`config.mk`:
```
export PLATFORM = sky130hd
export DESIGN_NAME = led_sequencer_ctrl_flat
export DESIGN_NICKNAME = d
export VERILOG_FILES = /design/src/rtl/led_sequencer_ctrl_if.sv /design/src/rtl/led_sequencer_ctrl.sv /design/src/flat_wrapper.sv
export SDC_FILE = /design/constraint.sdc
export NUM_CORES = 1
export LEC_CHECK = 0
export CAP_MARGIN = 40
export CELL_PAD_IN_SITES_DETAIL_PLACEMENT = 2
export CELL_PAD_IN_SITES_GLOBAL_PLACEMENT = 2
export CORE_ASPECT_RATIO = 1.5
export CORE_MARGIN = 1.5
export CORE_UTILIZATION = 45
export CTS_BUF_LIST = sky130_fd_sc_hd__clkbuf_2
export CTS_CLUSTER_SIZE = 20
export DETAILED_ROUTE_END_ITERATION = 8
export GPL_ROUTABILITY_DRIVEN = 0
export HOLD_SLACK_MARGIN = 0.05
export PLACE_DENSITY = 0.91
export SYNTH_ARGS = -nofsm -noshare
export SYNTH_HDL_FRONTEND = slang
export SYNTH_SLANG_ARGS = --single-unit
```
`constraint.sdc`:
```
create_clock -name CLOCK_50 -period 8.9 [get_ports CLOCK_50]
set_clock_uncertainty 0.15 [all_clocks]
set_input_delay 0.89 -clock CLOCK_50 [delete_from_list [all_inputs] [get_ports CLOCK_50]]
set_output_delay 0.89 -clock CLOCK_50 [all_outputs]
set_load 0.05 [all_outputs]
```
`src/rtl/led_sequencer_ctrl_if.sv`:
```
// Board-facing level signals of the LED sequencer: the rate switches in and
// the green/red LED banks out. There is no valid/ready handshake on this
// bundle: SW is a free-running level sampled through a synchronizer, and
// LEDG/LEDR are registered levels that are valid every cycle.
interface led_sequencer_ctrl_if #(
    parameter int NLED = 8
);
    logic [1:0]      SW;
    logic [NLED-1:0] LEDG;
    logic [2:0]      LEDR;

    // Board / stimulus side drives the switches and watches the LEDs
    modport master (output SW, input LEDG, input LEDR);
    // Controller side
    modport slave  (input SW, output LEDG, output LEDR);
endinterface

```
`src/rtl/led_sequencer_ctrl.sv`:
```
// LED sequencer controller: reset synchronizer, KEY[2:1] synchronize and
// debounce, switch-selected tick prescaler and the mode/pattern state machine
// driving the green LEDs. LEDR[1:0] exposes the mode state, LEDR[2] the
// pause flag, so the FSM state is directly observable.
module led_sequencer_ctrl #(
    parameter int TICK_DIV_BASE   = 12500000,
    parameter int DEBOUNCE_CYCLES = 1000000,
    parameter int NLED            = 8
) (
    input  logic                  CLOCK_50,
    input  logic [3:0]            KEY,
    led_sequencer_ctrl_if.slave   bus
);
    localparam int CW = $clog2(8 * TICK_DIV_BASE);
    localparam int DW = $clog2(DEBOUNCE_CYCLES) + 1;
    localparam logic [CW:0]      BASE     = (CW + 1)'(TICK_DIV_BASE);
    localparam logic [CW:0]      ONE_W    = (CW + 1)'(1);
    localparam logic [DW-1:0]    DB_LAST  = DW'(DEBOUNCE_CYCLES - 1);
    localparam logic [NLED-1:0]  LSB_ONLY = NLED'(1);
    localparam logic [NLED-1:0]  MSB_ONLY = {1'b1, {(NLED - 1){1'b0}}};

    typedef enum logic [1:0] {
        MODE_OFF    = 2'd0,
        MODE_BLINK  = 2'd1,
        MODE_CHASE  = 2'd2,
        MODE_BOUNCE = 2'd3
    } mode_t;

    typedef enum logic {
        DIR_LEFT  = 1'b0,
        DIR_RIGHT = 1'b1
    } dir_t;

    logic arst_n;
    logic rst_meta;
    logic rst_n;
    logic key3_unused;

    assign arst_n      = KEY[0];
    assign key3_unused = KEY[3];

    // Reset asserts asynchronously, releases two clocks after KEY[0] rises
    always_ff @(posedge CLOCK_50 or negedge arst_n) begin
        if (!arst_n) begin
            rst_meta <= 1'b0;
            rst_n    <= 1'b0;
        end else begin
            rst_meta <= 1'b1;
            rst_n    <= rst_meta;
        end
    end

    logic [1:0]    sw_meta, sw_sync;
    logic [1:0]    key_meta, key_sync;
    logic [1:0]    db_level, db_level_d;
    logic [DW-1:0] db_cnt [2];

    // Two-flop synchronizers for the rate switches and the two buttons
    always_ff @(posedge CLOCK_50 or negedge rst_n) begin
        if (!rst_n) begin
            sw_meta  <= 2'b00;
            sw_sync  <= 2'b00;
            key_meta <= 2'b11;
            key_sync <= 2'b11;
        end else begin
            sw_meta  <= bus.SW;
            sw_sync  <= sw_meta;
            key_meta <= KEY[2:1];
            key_sync <= key_meta;
        end
    end

    // Accept a new button level only after it differs for DEBOUNCE_CYCLES in a row
    always_ff @(posedge CLOCK_50 or negedge rst_n) begin
        if (!rst_n) begin
            db_level   <= 2'b11;
            db_level_d <= 2'b11;
            db_cnt[0]  <= '0;
            db_cnt[1]  <= '0;
        end else begin
            db_level_d <= db_level;
            for (int i = 0; i < 2; i++) begin
                if (key_sync[i] == db_level[i]) begin
                    db_cnt[i] <= '0;
                end else if (db_cnt[i] == DB_LAST) begin
                    db_level[i] <= key_sync[i];
                    db_cnt[i]   <= '0;
                end else begin
                    db_cnt[i] <= db_cnt[i] + 1'b1;
                end
            end
        end
    end

    logic mode_press;
    logic pause_press;

    // Press events fire on the debounced falling edge only
    assign mode_press  = db_level_d[0] & ~db_level[0];
    assign pause_press = db_level_d[1] & ~db_level[1];

    mode_t           mode_q, mode_d;
    dir_t            dir_q, dir_d;
    logic [NLED-1:0] pat_q, pat_d;
    logic            paused_q, paused_d;
    logic [CW-1:0]   tick_cnt;
    logic [CW:0]     period_m1;
    logic            tick;

    // The >= compare lets a switch to a shorter period fire on the next cycle
    always_comb begin
        period_m1 = (BASE << sw_sync) - ONE_W;
        tick      = !paused_q && ({1'b0, tick_cnt} >= period_m1);
    end

    // Prescaler: holds while paused, restarts on every mode change
    always_ff @(posedge CLOCK_50 or negedge rst_n) begin
        if (!rst_n) begin
            tick_cnt <= '0;
        end else if (mode_press || tick) begin
            tick_cnt <= '0;
        end else if (!paused_q) begin
            tick_cnt <= tick_cnt + 1'b1;
        end
    end

    // Mode/pattern state register
    always_ff @(posedge CLOCK_50 or negedge rst_n) begin
        if (!rst_n) begin
            mode_q   <= MODE_OFF;
            dir_q    <= DIR_LEFT;
            pat_q    <= '0;
            paused_q <= 1'b0;
        end else begin
            mode_q   <= mode_d;
            dir_q    <= dir_d;
            pat_q    <= pat_d;
            paused_q <= paused_d;
        end
    end

    // Next mode/pattern: a mode press reloads the pattern and swallows any tick
    always_comb begin
        mode_d   = mode_q;
        dir_d    = dir_q;
        pat_d    = pat_q;
        paused_d = paused_q ^ pause_press;
        if (mode_press) begin
            case (mode_q)
                MODE_OFF:    mode_d = MODE_BLINK;
                MODE_BLINK:  mode_d = MODE_CHASE;
                MODE_CHASE:  mode_d = MODE_BOUNCE;
                default:     mode_d = MODE_OFF;
            endcase
            dir_d = DIR_LEFT;
            case (mode_d)
                MODE_CHASE, MODE_BOUNCE: pat_d = LSB_ONLY;
                default:                 pat_d = '0;
            endcase
        end else if (tick) begin
            case (mode_q)
                MODE_BLINK: pat_d = ~pat_q;
                MODE_CHASE: pat_d = {pat_q[NLED-2:0], pat_q[NLED-1]};
                MODE_BOUNCE: begin
                    // Direction flips on the tick that lands on an endpoint,
                    // so neither endpoint is shown twice in a row
                    if (dir_q == DIR_LEFT) begin
                        pat_d = pat_q << 1;
                        if (pat_d == MSB_ONLY) dir_d = DIR_RIGHT;
                    end else begin
                        pat_d = pat_q >> 1;
                        if (pat_d == LSB_ONLY) dir_d = DIR_LEFT;
                    end
                end
                default: pat_d = '0;
            endcase
        end
    end

    assign bus.LEDG = pat_q;
    assign bus.LEDR = {paused_q, mode_q};

endmodule

```
`src/flat_wrapper.sv`:
```
// flat-port wrapper written by rule: the top's interface ports become plain ports
module led_sequencer_ctrl_flat 
#(
    parameter int TICK_DIV_BASE   = 12500000,
    parameter int DEBOUNCE_CYCLES = 1000000,
    parameter int NLED            = 8
)
  (CLOCK_50, KEY, bus_SW, bus_LEDG, bus_LEDR);
  led_sequencer_ctrl_if #(.NLED(NLED)) bus_i ();
  input  logic CLOCK_50;
  input  logic [3:0] KEY;
  input wire logic [$bits(bus_i.SW)-1:0] bus_SW;
  output wire logic [$bits(bus_i.LEDG)-1:0] bus_LEDG;
  output wire logic [$bits(bus_i.LEDR)-1:0] bus_LEDR;
  assign bus_i.SW = bus_SW;
  assign bus_LEDG = bus_i.LEDG;
  assign bus_LEDR = bus_i.LEDR;
  led_sequencer_ctrl #(.TICK_DIV_BASE(TICK_DIV_BASE), .DEBOUNCE_CYCLES(DEBOUNCE_CYCLES), .NLED(NLED)) u_core (.CLOCK_50(CLOCK_50), .KEY(KEY), .bus(bus_i));
endmodule
```
; Word-level counts from Yosys, hierarchy flattened
; Cells that the tools add are included.
[op_classes]
n_addsub = 4
n_mul = 0
div = 0
n_lt_le_gt_ge = 1
eq_ne = 12
shift = 1
n_mux = 19
n_bitwise = 8
reduce_logical = 10
[ops]
columns = operator, n
row1 = $mux 21, 4
row2 = $mux 27, 2
row3 = $add 21x1->21 const B, 2
row4 = $eq 21x20->1 const B, 2
row5 = $ge 27x28->1, 1
row6 = $shl 24x2->28 const A, 1
row7 = $sub 28x1->28 const B, 1
row8 = $add 27x1->27 const B, 1
row9 = $mux 8, 3
row10 = $pmux 8 s3, 1
row11 = $eq 2x2->1 const B, 4
row12 = $not 8->8, 1
row13 = $eq 7x1->1 const B, 1
row14 = $eq 7x7->1 const B, 1
row15 = $mux 1, 7
row16 = $pmux 2 s3, 1
row17 = $reduce_and 2->1, 3
row18 = $not 1->1, 4
row19 = $reduce_bool 2->1, 2
row20 = $and 1x1->1, 2
row21 = $eq 1x1->1, 2
row22 = $eq 2x1->1 const B, 1
row23 = $logic_not 2->1, 1
row24 = $mux 2, 1
row25 = other kinds (6), 6
[totals]
ff_bits = 95
latchBits = 0
mem_bits_rw = 0
rom_bits = 0
input_bits = 7
output_inout_bits = 11
word_cells = 71
memories = 0

; Depth between registers and ports, before layout
[logic_depth]
word_depth = 7
ltp_mapped = 13
ltp_nobuf = 11

; Worst setup path after synthesis
; Ideal clock, no wire load.
[synth_timing]
path_type = register to register
start = reg u_core.sw_sync[1]
end = reg u_core.pat_q[6] (netlist: u_core.bus.LEDG[6])
setup_ns = 0.110
arrival_ns = 2.480
required_time_ns = 8.640
setup_slack_ns = 6.160
path_stages_with_launch = 14
n_path_buf = 2
period_less_slack_ns = 2.740
cell_sequence = dfrtp_1 -> inv_1 -> nor2_1 -> inv_1 -> ha_1 -> or4_1 -> a221oi_2 -> o21ai_1 -> a211oi_2 -> a21o_1 -> buf_6 -> buf_12 -> nand3_1 -> o41ai_1
[synth_via]
elab_chain_len = 5
[synth_lines]
columns = element, line
row1 = start: declaration, led_sequencer_ctrl.sv:53  ; logic [1:0] sw_meta, sw_sync;
row2 = start signal: assignment, led_sequencer_ctrl.sv:67  ; sw_sync <= sw_meta;
row3 = $shl 24x2->28, led_sequencer_ctrl.sv:112  ; period_m1 = (BASE << sw_sync) - ONE_W;
row4 = $sub 28x1->28, led_sequencer_ctrl.sv:112
row5 = $ge 27x28->1, led_sequencer_ctrl.sv:113  ; tick = !paused_q && ({1'b0, tick_cnt} >= period_m1);
row6 = $logic_and 1x1->1, led_sequencer_ctrl.sv:113
row7 = $reduce_bool 2->1 (no source line), -
row8 = end signal: assignment, led_sequencer_ctrl.sv:137  ; pat_q <= pat_d;
row9 = end: declaration, led_sequencer_ctrl.sv:104  ; logic [NLED-1:0] pat_q, pat_d;
; No other way between the ends.
; A chain may end at the register's enable or synchronous reset.

; Worst setup path after layout
[layout_timing]
start = reg u_core.sw_sync[1]
end = reg u_core.tick_cnt[15]
[layout_via]
elab_chain_len = 6
elab_cells_between_ends = 7
cone_classes = add/sub: 1 / order compare: 1 / eq/ne: 1 / shift: 1 / mux: 1 / reduce/logical: 2
[layout_lines]
columns = element, line
row1 = $shl 24x2->28 *, led_sequencer_ctrl.sv:112
row2 = $sub 28x1->28 *, led_sequencer_ctrl.sv:112
row3 = $ge 27x28->1 *, led_sequencer_ctrl.sv:113
row4 = $logic_and 1x1->1 *, led_sequencer_ctrl.sv:113
row5 = $logic_or 1x1->1 *, led_sequencer_ctrl.sv:120  ; end else if (mode_press || tick) begin
row6 = $ne 2x2->1 (no source line) / $mux 27 (equally long branches), -
row7 = end signal: assignment, led_sequencer_ctrl.sv:123  ; tick_cnt <= tick_cnt + 1'b1;
row8 = end: declaration, led_sequencer_ctrl.sv:106  ; logic [CW-1:0] tick_cnt;
; Mark *: on every way between the ends. The rest lies on a longest branch, timed or not.

==> out/qor.txt <==
outcome: complete, no violations
vias after detailed routing: 3715
Gate Count Post-Synth: 492
CTS tree: built
share of cells above drive strength 1: 7.66%
final hold slack: 0.0585 ns
post-CTS setup buffers: 0
residual DRC count: 0
R2R Path End: u_core.tick_cnt[15]
CTS H-Tree Depth: 3
Initial Util: 46.6%
area share of the largest cell type after synthesis: 43.9%
drt initial violations: 172
crit path launch type: flop
RSZ-0062 raised after global routing: no
detailed placer's ending HPWL: 9240 um
vias in the first global route: 4376
register with the most flip-flops: u_core.db_cnt
Reg2Reg Setup Slack: 5.29 ns
I/O Buffers: 16
Fmax: 0.277 GHz
Remaining Overflow, GRT: 0
LEAKAGE: 2.38 nW
Synth Warn #: 0
Vias per Instance: 5.68
synthesized cell area: 4960 um^2
die area: 11700 um^2
Crit-path slowest cell: a21o_1
flops & latches, synth: 95
# resized after CTS: 0
Worst-Skew Late Latency: 0.57 ns
Layout Cells excl Fill: 654
largest net degree at the start of global routing: 65
ys async rst share: 100%
DR WL/cell: 20.1 um
sequential area share after synthesis: 48.1%
fin nets: 534
IR Drop Worst-Case VDD: 0.0945 mV
Pins Over Slew Limit: 0
Rel. slew slack: 47.4%
Setup TNS: 0 ns
antenna violations before repair: 1
critical path class: reg -> reg
Critical Path, Cell by Cell: inv_1, nor2_1, inv_1, ha_1, or4_1, a221oi_2, o21ai_1, a211oi_2, a21o_1, nand2_8, nor2_1
Final Critical Period: 3.61 ns
Final Cycle Share: 40.5%
Net Count, Synth: 522
CP peak stage delay: 0.67 ns
Area growth syn-to-layout: 7.94%
Arrival @ worst endpoint: 3.97 ns
placed instance count: 637
CP startpoint: u_core.sw_sync[1]
clock tree buffer depth: 2
CTS buffer count: 9
CP max FO: 26
first-pass iteration count of the detailed router: 4
ranking of synthesized cells by area: dfrtp_1 (44%), xor2_1 (8.3%), nor2_1 (6.0%), ha_1 (5.8%), dfstp_2 (4.2%)
Slew @ Worst Pin: 0.789 ns
Synth Area per Inst: 10.1 um^2
Die Wd: 88.8 um
number of max-cap violations: 0
Fin. Hold Viols: 0
hold buffers post-CTS: 0
CTS root buffer: clkbuf_2
dpl ws: 5.32 ns
max reg flops: 42
Synth Flop Type: dfrtp_1
post-route ant nets: 0
Pwr Density: 139 nW/um^2
most common cell in the synthesized netlist: dfrtp_1
chip height: 132 um
Tot GR Track Use: 24.8%
R2R Path Start: u_core.sw_sync[1]
Min-Delay Path Class: reg -> async
Worst EP required: 9.26 ns
Post-synth EDFFs: 0
final wirelength: 13100 um
Yosys top cell by area: dfrtp_1
first-pass GRT wire length: 22300 um
Core ar.: 10600 um^2
CTS clk-pin slew, worst paths: 0.28 ns
I/O pins: 18
crit end category: flop
endpoints failing setup: 0
Synth top cells by count: dfrtp_1 (87), nor2_1 (79), xor2_1 (47)
clock sink count: 95
R2R depth: 11
setup ws final: 5.29 ns
row cnt: 46
library cells used by synthesis: 49
[worst max path at each step]
stage                                to  slack [ns]  cells after the start
CTS                  u_core.bus.LEDG[0]        5.28                     11
global placement     u_core.bus.LEDG[0]        5.43                     11
global route        u_core.tick_cnt[15]        4.98                     11
detailed placement   u_core.bus.LEDG[0]        5.32                     11
floorplan            u_core.bus.LEDG[0]        5.92                      0
finish              u_core.tick_cnt[15]        5.29                     11
[layout by cell type, fill, tap and decap left out, drive strengths merged, types with 6 or more instances in the layout]
cell type,instances
clkdlybuf4s50,16
nand4,13
o21ai,12
nor2,79
a21oi,14
ha,23
a222oi,7
dfrtp,87
or3,7
dfstp,8
nand2,34
inv,22
and4,6
clkbuf,9
and3,12
xor2,47
o41ai,8
xnor2,16
nand3,38
[cell type report]
| class | count | area (um^2) |
|---|---|---|
| Timing Repair Buffer | 19 | 203 |
| Fill cell | 1146 | 5290 |
| Clock inverter | 7 | 111 |
| Antenna cell | 1 | 2.50 |
| Tap cell | 144 | 180 |
| Multi-Input combinational cell | 357 | 2340 |
| Inverter | 22 | 82.6 |
| Clock buffer | 9 | 45.0 |
| Sequential cell | 95 | 2390 |
[per-layer routing]
layer	up-vias	track usage [%]	wire, um
met5	-	0	0
met4	0	8.94	286
met3	21	3.08	206
met2	40	46.9	7530
met1	1940	27.1	5090
li1	1714	-	-
[stage by stage]
step	instance area, um^2	power [mW]	util (%)
floorplan	4960	0.467	-
global placement	5160	0.475	48.5
detailed placement	5200	0.479	48.8
CTS	5360	0.756	50.3
global route	5360	0.774	50.3
finish	5360	0.745	50.3
[cells by family (layout without fill, tap and decap cells)]
family | after synthesis | in the layout | share of synthesized area (%)
DFF | 95 | 95 | 48.1
and+or+nand+nor | 212 | 212 | 21.3
buffers and inverters | 40 | 57 | 4.71
muxes | 2 | 2 | 0.454
adders and majority gates | 24 | 24 | 6.00
xor gates and xnor gates | 63 | 63 | 11.1
AOI/OAI and AO/OA | 54 | 54 | 8.17
other | 2 | 3 | 0.151
[where the power goes]
part | total, mW | switching [mW] | internal [mW]
registers | 0.445 | 0.00654 | 0.438
logic | 0.0274 | 0.0181 | 0.00928
clock network | 0.273 | 0.154 | 0.119
[worst max-delay path, delay by kind of cell, from the launching register on]
kind / cells / cell delay [ns]
AO/OA/AOI/OAI: 4 / 1.23
adder cells (fa/ha/maj): 1 / 0.19
buffers and inverters: 2 / 0.22
flip-flops: 1 / 0.57
AND/OR/NAND/NOR: 4 / 1.19
Power figures use the tool's default switching activity.
==> RTL change 1 (config.mk and constraints unchanged) <==
`NLED` is set to 8 in 3 places; all go to 7.
--- a/src/rtl/led_sequencer_ctrl_if.sv
+++ b/src/rtl/led_sequencer_ctrl_if.sv
@@ -5,3 +5,3 @@
 interface led_sequencer_ctrl_if #(
-    parameter int NLED = 8
+    parameter int NLED = 7
 );
--- a/src/rtl/led_sequencer_ctrl.sv
+++ b/src/rtl/led_sequencer_ctrl.sv
@@ -7,3 +7,3 @@
     parameter int DEBOUNCE_CYCLES = 1000000,
-    parameter int NLED            = 8
+    parameter int NLED            = 7
 ) (
--- a/src/flat_wrapper.sv
+++ b/src/flat_wrapper.sv
@@ -5,3 +5,3 @@
     parameter int DEBOUNCE_CYCLES = 1000000,
-    parameter int NLED            = 8
+    parameter int NLED            = 7
 )
Ports: changed (resized bus_LEDG); port bits go from 18 to 17. No check against the original RTL was run, so the function may have changed too.
==> RTL change 1 against the unedited design <==
- synthesized area decreased by 0.58%
- power shrank 11%
- critical path depth decreased by 10
- highest routed layer unchanged
- sequential cell count fell by 1
- design area is 0.75% lower
- maximum frequency rose by 9.9%
- routed wire length rose by 3.6%
- setup slack improved by 0.33 ns
==> RTL change 1: results (changes against the unedited design) <==
| Group | Result | Value | Delta |
|:---|:---|:---|:---|
| status | Outcome | finished clean |  |
| power and ir drop | Maximum VDD drop | 0.07530 mV | -20% |
| synth | Post-synthesis share of cell area spent on xor and xnor gates | 0.1153 | +0.004197 |
| final layout | Count of fill cells added during filler insertion | 1,136 | -0.87% |
| setup path | CP top delay family | buffers and inverters |  |
| placed design | Detailed Place HPWL | 9442 um | +2.1% |
| setup path | Worst Reg-to-Reg Cells | 10 | -1 |
| final layout | Nets | 543 | +1.7% |
| clock tree | Clock root buffer | sky130_fd_sc_hd__clkbuf_2 |  |
| clock tree | Post-CTS setup-driven buffer insertion count | 0 | unchanged |
| clock tree | Inserted Clock Buffers | 9 | unchanged |
| power and ir drop | Clock-net power | 0.196 mW | -28% |
| sta | Transition time of the tightest slew-check pin | 0.8512 ns | +0.06239 ns |
| synth | Top cells by instance count after synthesis | sky130_fd_sc_hd__dfrtp_1, sky130_fd_sc_hd__nor2_1, sky130_fd_sc_hd__nand2_1 |  |
| global route | Tot GR Track Use | 0.2546 | +0.006383 |
| synth | Top flip-flop cell by instance count after synthesis | sky130_fd_sc_hd__dfrtp_1 |  |
| synth | Top post-synthesis cells by area | sky130_fd_sc_hd__dfrtp_1, sky130_fd_sc_hd__xor2_1, sky130_fd_sc_hd__nor2_1 |  |
| synth | Compound-cell area share of the yosys netlist | 0.07376 | -0.007889 |
| setup path | Signal arrival time at the worst endpoint | 2.24 ns | -1.73 ns |
| detailed routing | Drt first-iter violations | 106 | -38% |
| global route | Number of global-route vias before repair | 4,392 | +0.37% |
| global route | Global-route wire length before repair | 22,570 um | +1.1% |
| clock tree | Largest buffer count on any clock path | 2 | unchanged |
| setup path | Critical path's largest stage delay | 0.90 ns | +0.23 ns |
| setup path | Cell with the biggest individual delay on the critical path | sky130_fd_sc_hd__clkdlybuf4s50_1 |  |
| global route | Number of antenna violations at the first check in global routing | 1 | unchanged |
| final layout | Fraction of final layout cells with drive strength greater than 1 | 0.07529 | -0.001331 |
| clock tree | Clock insertion delay at the later pin of the skew report | 0.61 ns | +0.04 ns |
| setup path | Destination of the worst register-to-register timing path | u_core.tick_cnt[4] |  |
| setup path | Register-to-register path setup slack | 5.75 ns | +0.46 ns |
| sta | Worst slack on hold paths | 0.07206 ns | +0.01361 ns |
| synth | Library cells used by synthesis | 54 | +10% |
| synth | Synthesized-area fraction occupied by adder cells | 0.06058 | +0.0006032 |
| synth | Proportion of synthesized area in mux cells | 0.01876 | +0.01422 |
| power and ir drop | Combinational group share of total power | 0.043 | +0.006 |
| power and ir drop | Sw Ratio | 0.2793 | +0.03938 |
| synth | Part of the Yosys area used for sequential elements | 0.4786 | -0.002266 |
| global route | Largest net degree at the start of global routing | 61 | -6.2% |
| synth | Post-Synthesis Net Count | 528 | +1.1% |
| setup path | Maximum net fanout on the critical path | 14 | -46% |
| detailed routing | Vias after detailed routing | 3,820 | +2.8% |
| power and ir drop | Total leakage power | 2.372 nW | -0.38% |
| placed design | Port Buffers | 15 | -1 |
| detailed routing | Wire length per cell after detailed routing | 20.48 um | +2.1% |
-- RTL change 1: cell count changes after synthesis, moves of 5 or more --
| cell | delta |
|---|---|
| sky130_fd_sc_hd__xnor2_1 | +13 |
| sky130_fd_sc_hd__xor2_1 | -11 |
| sky130_fd_sc_hd__o41ai_1 | -8 |
| sky130_fd_sc_hd__mux2i_1 | +7 |
| sky130_fd_sc_hd__a222oi_1 | -6 |
| sky130_fd_sc_hd__nand2_1 | +6 |
| sky130_fd_sc_hd__nor3_1 | +6 |
| sky130_fd_sc_hd__a21oi_1 | -5 |
-- RTL change 1: worst max path at each step --
stage                           start                  end  slack, ns  depth (start not counted)
CTS                   u_core.paused_q          bus_LEDR[2]       5.59                          1
floorplan                u_core.rst_n   u_core.bus.LEDG[0]       5.95                          0
global placement    u_core.sw_sync[1]  u_core.tick_cnt[20]       5.85                         10
finish                u_core.paused_q          bus_LEDR[2]       5.62                          1
global route        u_core.sw_sync[1]   u_core.tick_cnt[4]       5.51                         10
detailed placement  u_core.sw_sync[1]   u_core.tick_cnt[4]       5.74                         10
-- RTL change 1: worst reg2reg max path: stages (launching register included) --
cell and delay (ns):
sky130_fd_sc_hd__dfrtp_1 0.52, sky130_fd_sc_hd__inv_1 0.13, sky130_fd_sc_hd__nor2_1 0.18, sky130_fd_sc_hd__inv_1 0.10, sky130_fd_sc_hd__ha_1 0.33, sky130_fd_sc_hd__nand3_1 0.09, sky130_fd_sc_hd__nor2_1 0.10, sky130_fd_sc_hd__a311oi_1 0.08
sky130_fd_sc_hd__o41a_2 0.59, sky130_fd_sc_hd__o211ai_4 0.63, sky130_fd_sc_hd__nor2_1 0.15
-- RTL change 1: per-stage QoR --
step	worst slack [ns]	cells	instance area [um2]	total power, mW
global route	5.510	663	5319	0.6885
floorplan	5.952	498	4936	0.4630
CTS	5.594	662	5316	0.6728
detailed placement	5.745	646	5228	0.4757
global placement	5.845	645	5200	0.4711
finish	5.618	663	5319	0.6645
-- RTL change 1: per-layer routing --
layer | track usage | vias to the layer above | share of wire
met5 | 0 | - | 0
met4 | 0.1241 | 0 | 0.035
met3 | 0.02324 | 34 | 0.012
met2 | 0.4758 | 48 | 0.58
met1 | 0.2754 | 1992 | 0.37
li1 | - | 1746 | -
-- RTL change 1: final cells by class --
cell class                 count  area [um2]  area share
antenna                        1       2.502   0.0004705
clock buffer                  10       50.05    0.009410
clock inverter                 6       38.79    0.007292
inverter                      18       67.56     0.01270
multi-input combinational    373        2429      0.4566
sequential                    94        2366      0.4448
tap                          144       180.2     0.03387
timing repair buffer          17       185.2     0.03482
==> RTL change 2 (config.mk and constraints unchanged) <==
Without the edit above. Put a register stage on the output `bus.LEDR`. The value now appears one clock later.
--- a/src/rtl/led_sequencer_ctrl.sv
+++ b/src/rtl/led_sequencer_ctrl.sv
@@ -180,3 +180,5 @@
     assign bus.LEDG = pat_q;
-    assign bus.LEDR = {paused_q, mode_q};
+    always_ff @(posedge CLOCK_50) begin
+        bus.LEDR <= {paused_q, mode_q};
+    end
 
Check against the original RTL: no difference found for any inputs over 10 cycles, from zero or initial values; that may be too few to reach the edited logic, so the function may still have changed.
==> RTL change 2 against the unedited design <==
- routed wire length grew 8.6%
- global-route usage fell by 0.77 points
- synthesized area rose by 2.2%
- die area grew 2.2%
- sequential cell count grew 3
- design area rose by 3.5%
- power shrank 8.3%
- clock power shrank 28%
- setup slack worse by 0.059 ns
- final cell count is 5.0% higher
- worst hold slack improved by 0.17 ns
- critical path type unchanged
==> RTL change 2: results (changes against the unedited design) <==
| Group | Result | Value | Delta |
|:---|:---|:---|:---|
| synth | Post-synthesis share of cell area spent on xor and xnor gates | 0.1122 | +0.001040 |
| placed design | Detailed Place HPWL | 9736 um | +5.3% |
| synth | Compound-cell area share of the yosys netlist | 0.06534 | -0.01632 |
| global route | Largest net degree at the start of global routing | 59 | -9.2% |
| detailed routing | Drt first-iter violations | 279 | +62% |
| final layout | Share of cell area taken by multi-input logic gates | 0.4447 | +0.007435 |
| synth | Synthesized-area fraction occupied by adder cells | 0.05868 | -0.001301 |
| setup path | Critical path's largest stage delay | 0.60 ns | -0.07 ns |
| global route | M1 GR Usage | 0.2455 | -0.02593 |
| power and ir drop | Internal power | 0.4974 mW | -12% |
| final layout | Nets | 564 | +5.6% |
| setup path | Register-to-register path setup slack | 5.23 ns | -0.06 ns |
| power and ir drop | Sequential Power | 0.457 mW | +3% |
| synth | Post-Synthesis Net Count | 541 | +3.6% |
| final layout | Post-route core utilization | 0.5045 | +0.001204 |
| status | Outcome | finished clean |  |
| synth | Part of the Yosys area used for sequential elements | 0.4822 | +0.001402 |
| detailed routing | Wire length per cell after detailed routing | 20.73 um | +3.4% |
| final layout | Multi-Input Combinational | 374 | +4.8% |
| final layout | Count of fill cells added during filler insertion | 1,198 | +4.5% |
| detailed routing | Met3 wire length | 276 um | +34% |
| synth | Top cells by instance count after synthesis | sky130_fd_sc_hd__nor2_1, sky130_fd_sc_hd__dfrtp_1, sky130_fd_sc_hd__xnor2_1 |  |
| sta | Worst slew margin | 0.6048 | +0.1307 |
| synth | Proportion of synthesized area in mux cells | 0.02613 | +0.02160 |
| synth | Library cells used by synthesis | 48 | -2.0% |
| setup path | Signal arrival time at the worst endpoint | 4.03 ns | +0.06 ns |
| final layout | Count of non-CTS buffers in the layout | 25 | +6 |
| synth | Top post-synthesis cells by area | sky130_fd_sc_hd__dfrtp_1, sky130_fd_sc_hd__nor2_1, sky130_fd_sc_hd__xnor2_1 |  |
| synth | Flops & latches, synth | 98 | +3.2% |
| synth | Asr flop ratio synth | 0.9694 | -0.03061 |
| setup path | Worst Reg-to-Reg Cells | 10 | -1 |
| power and ir drop | Total leakage power | 2.452 nW | +3.0% |
| global route | Global-route track usage on met3 | 0.03276 | +0.001980 |
| final layout | Fraction of final layout cells with drive strength greater than 1 | 0.08349 | +0.006867 |
| setup path | Maximum net fanout on the critical path | 10 | -62% |
| global route | Global-route wire length before repair | 22,530 um | +0.90% |
| placed design | Placed instance area | 5425 um2 | +4.3% |
| setup path | Cell with the biggest individual delay on the critical path | sky130_fd_sc_hd__dfrtp_1 |  |
| final layout | Inverters | 26 | +18% |
| final layout | Clock buffer and inverter area fraction after layout | 0.01624 | -0.01295 |
| global route | Tot GR Track Use | 0.2406 | -0.007702 |
| global route | Number of global-route vias before repair | 4,464 | +2.0% |
| detailed routing | Post-detailed-route via-to-cell ratio | 5.739 | +1.0% |
## RTL change 2: changes by cell type after synthesis, sizes merged, moves of 5 or more
cell / unedited run / this run
a21oi: 14 / 6
nand3: 38 / 24
nor3: 4 / 15
xnor2: 16 / 34
mux2: 2 / 8
o41ai: 8 / 0
nand2: 34 / 29
nor2: 79 / 92
nand4: 13 / 18
xor2: 47 / 31
## RTL change 2: what timing repair did
action | 4_1_cts | 5_1_grt
hold endpoints to repair | 4 | 0
hold buffers | 3 | 0
endpoints found under the setup margin | 0 | 0
## RTL change 2: through the flow
step                power (mW)  setup slack, ns  cells  hold slack [ns]
finish                  0.6839            5.233    687           0.2249
global route            0.7109            5.113    687           0.2091
CTS                     0.6894            5.245    686           0.2081
detailed placement      0.4928            5.393    667          0.04195
global placement        0.4886            5.483    665          0.03317
floorplan               0.4801            5.922    511           0.1812
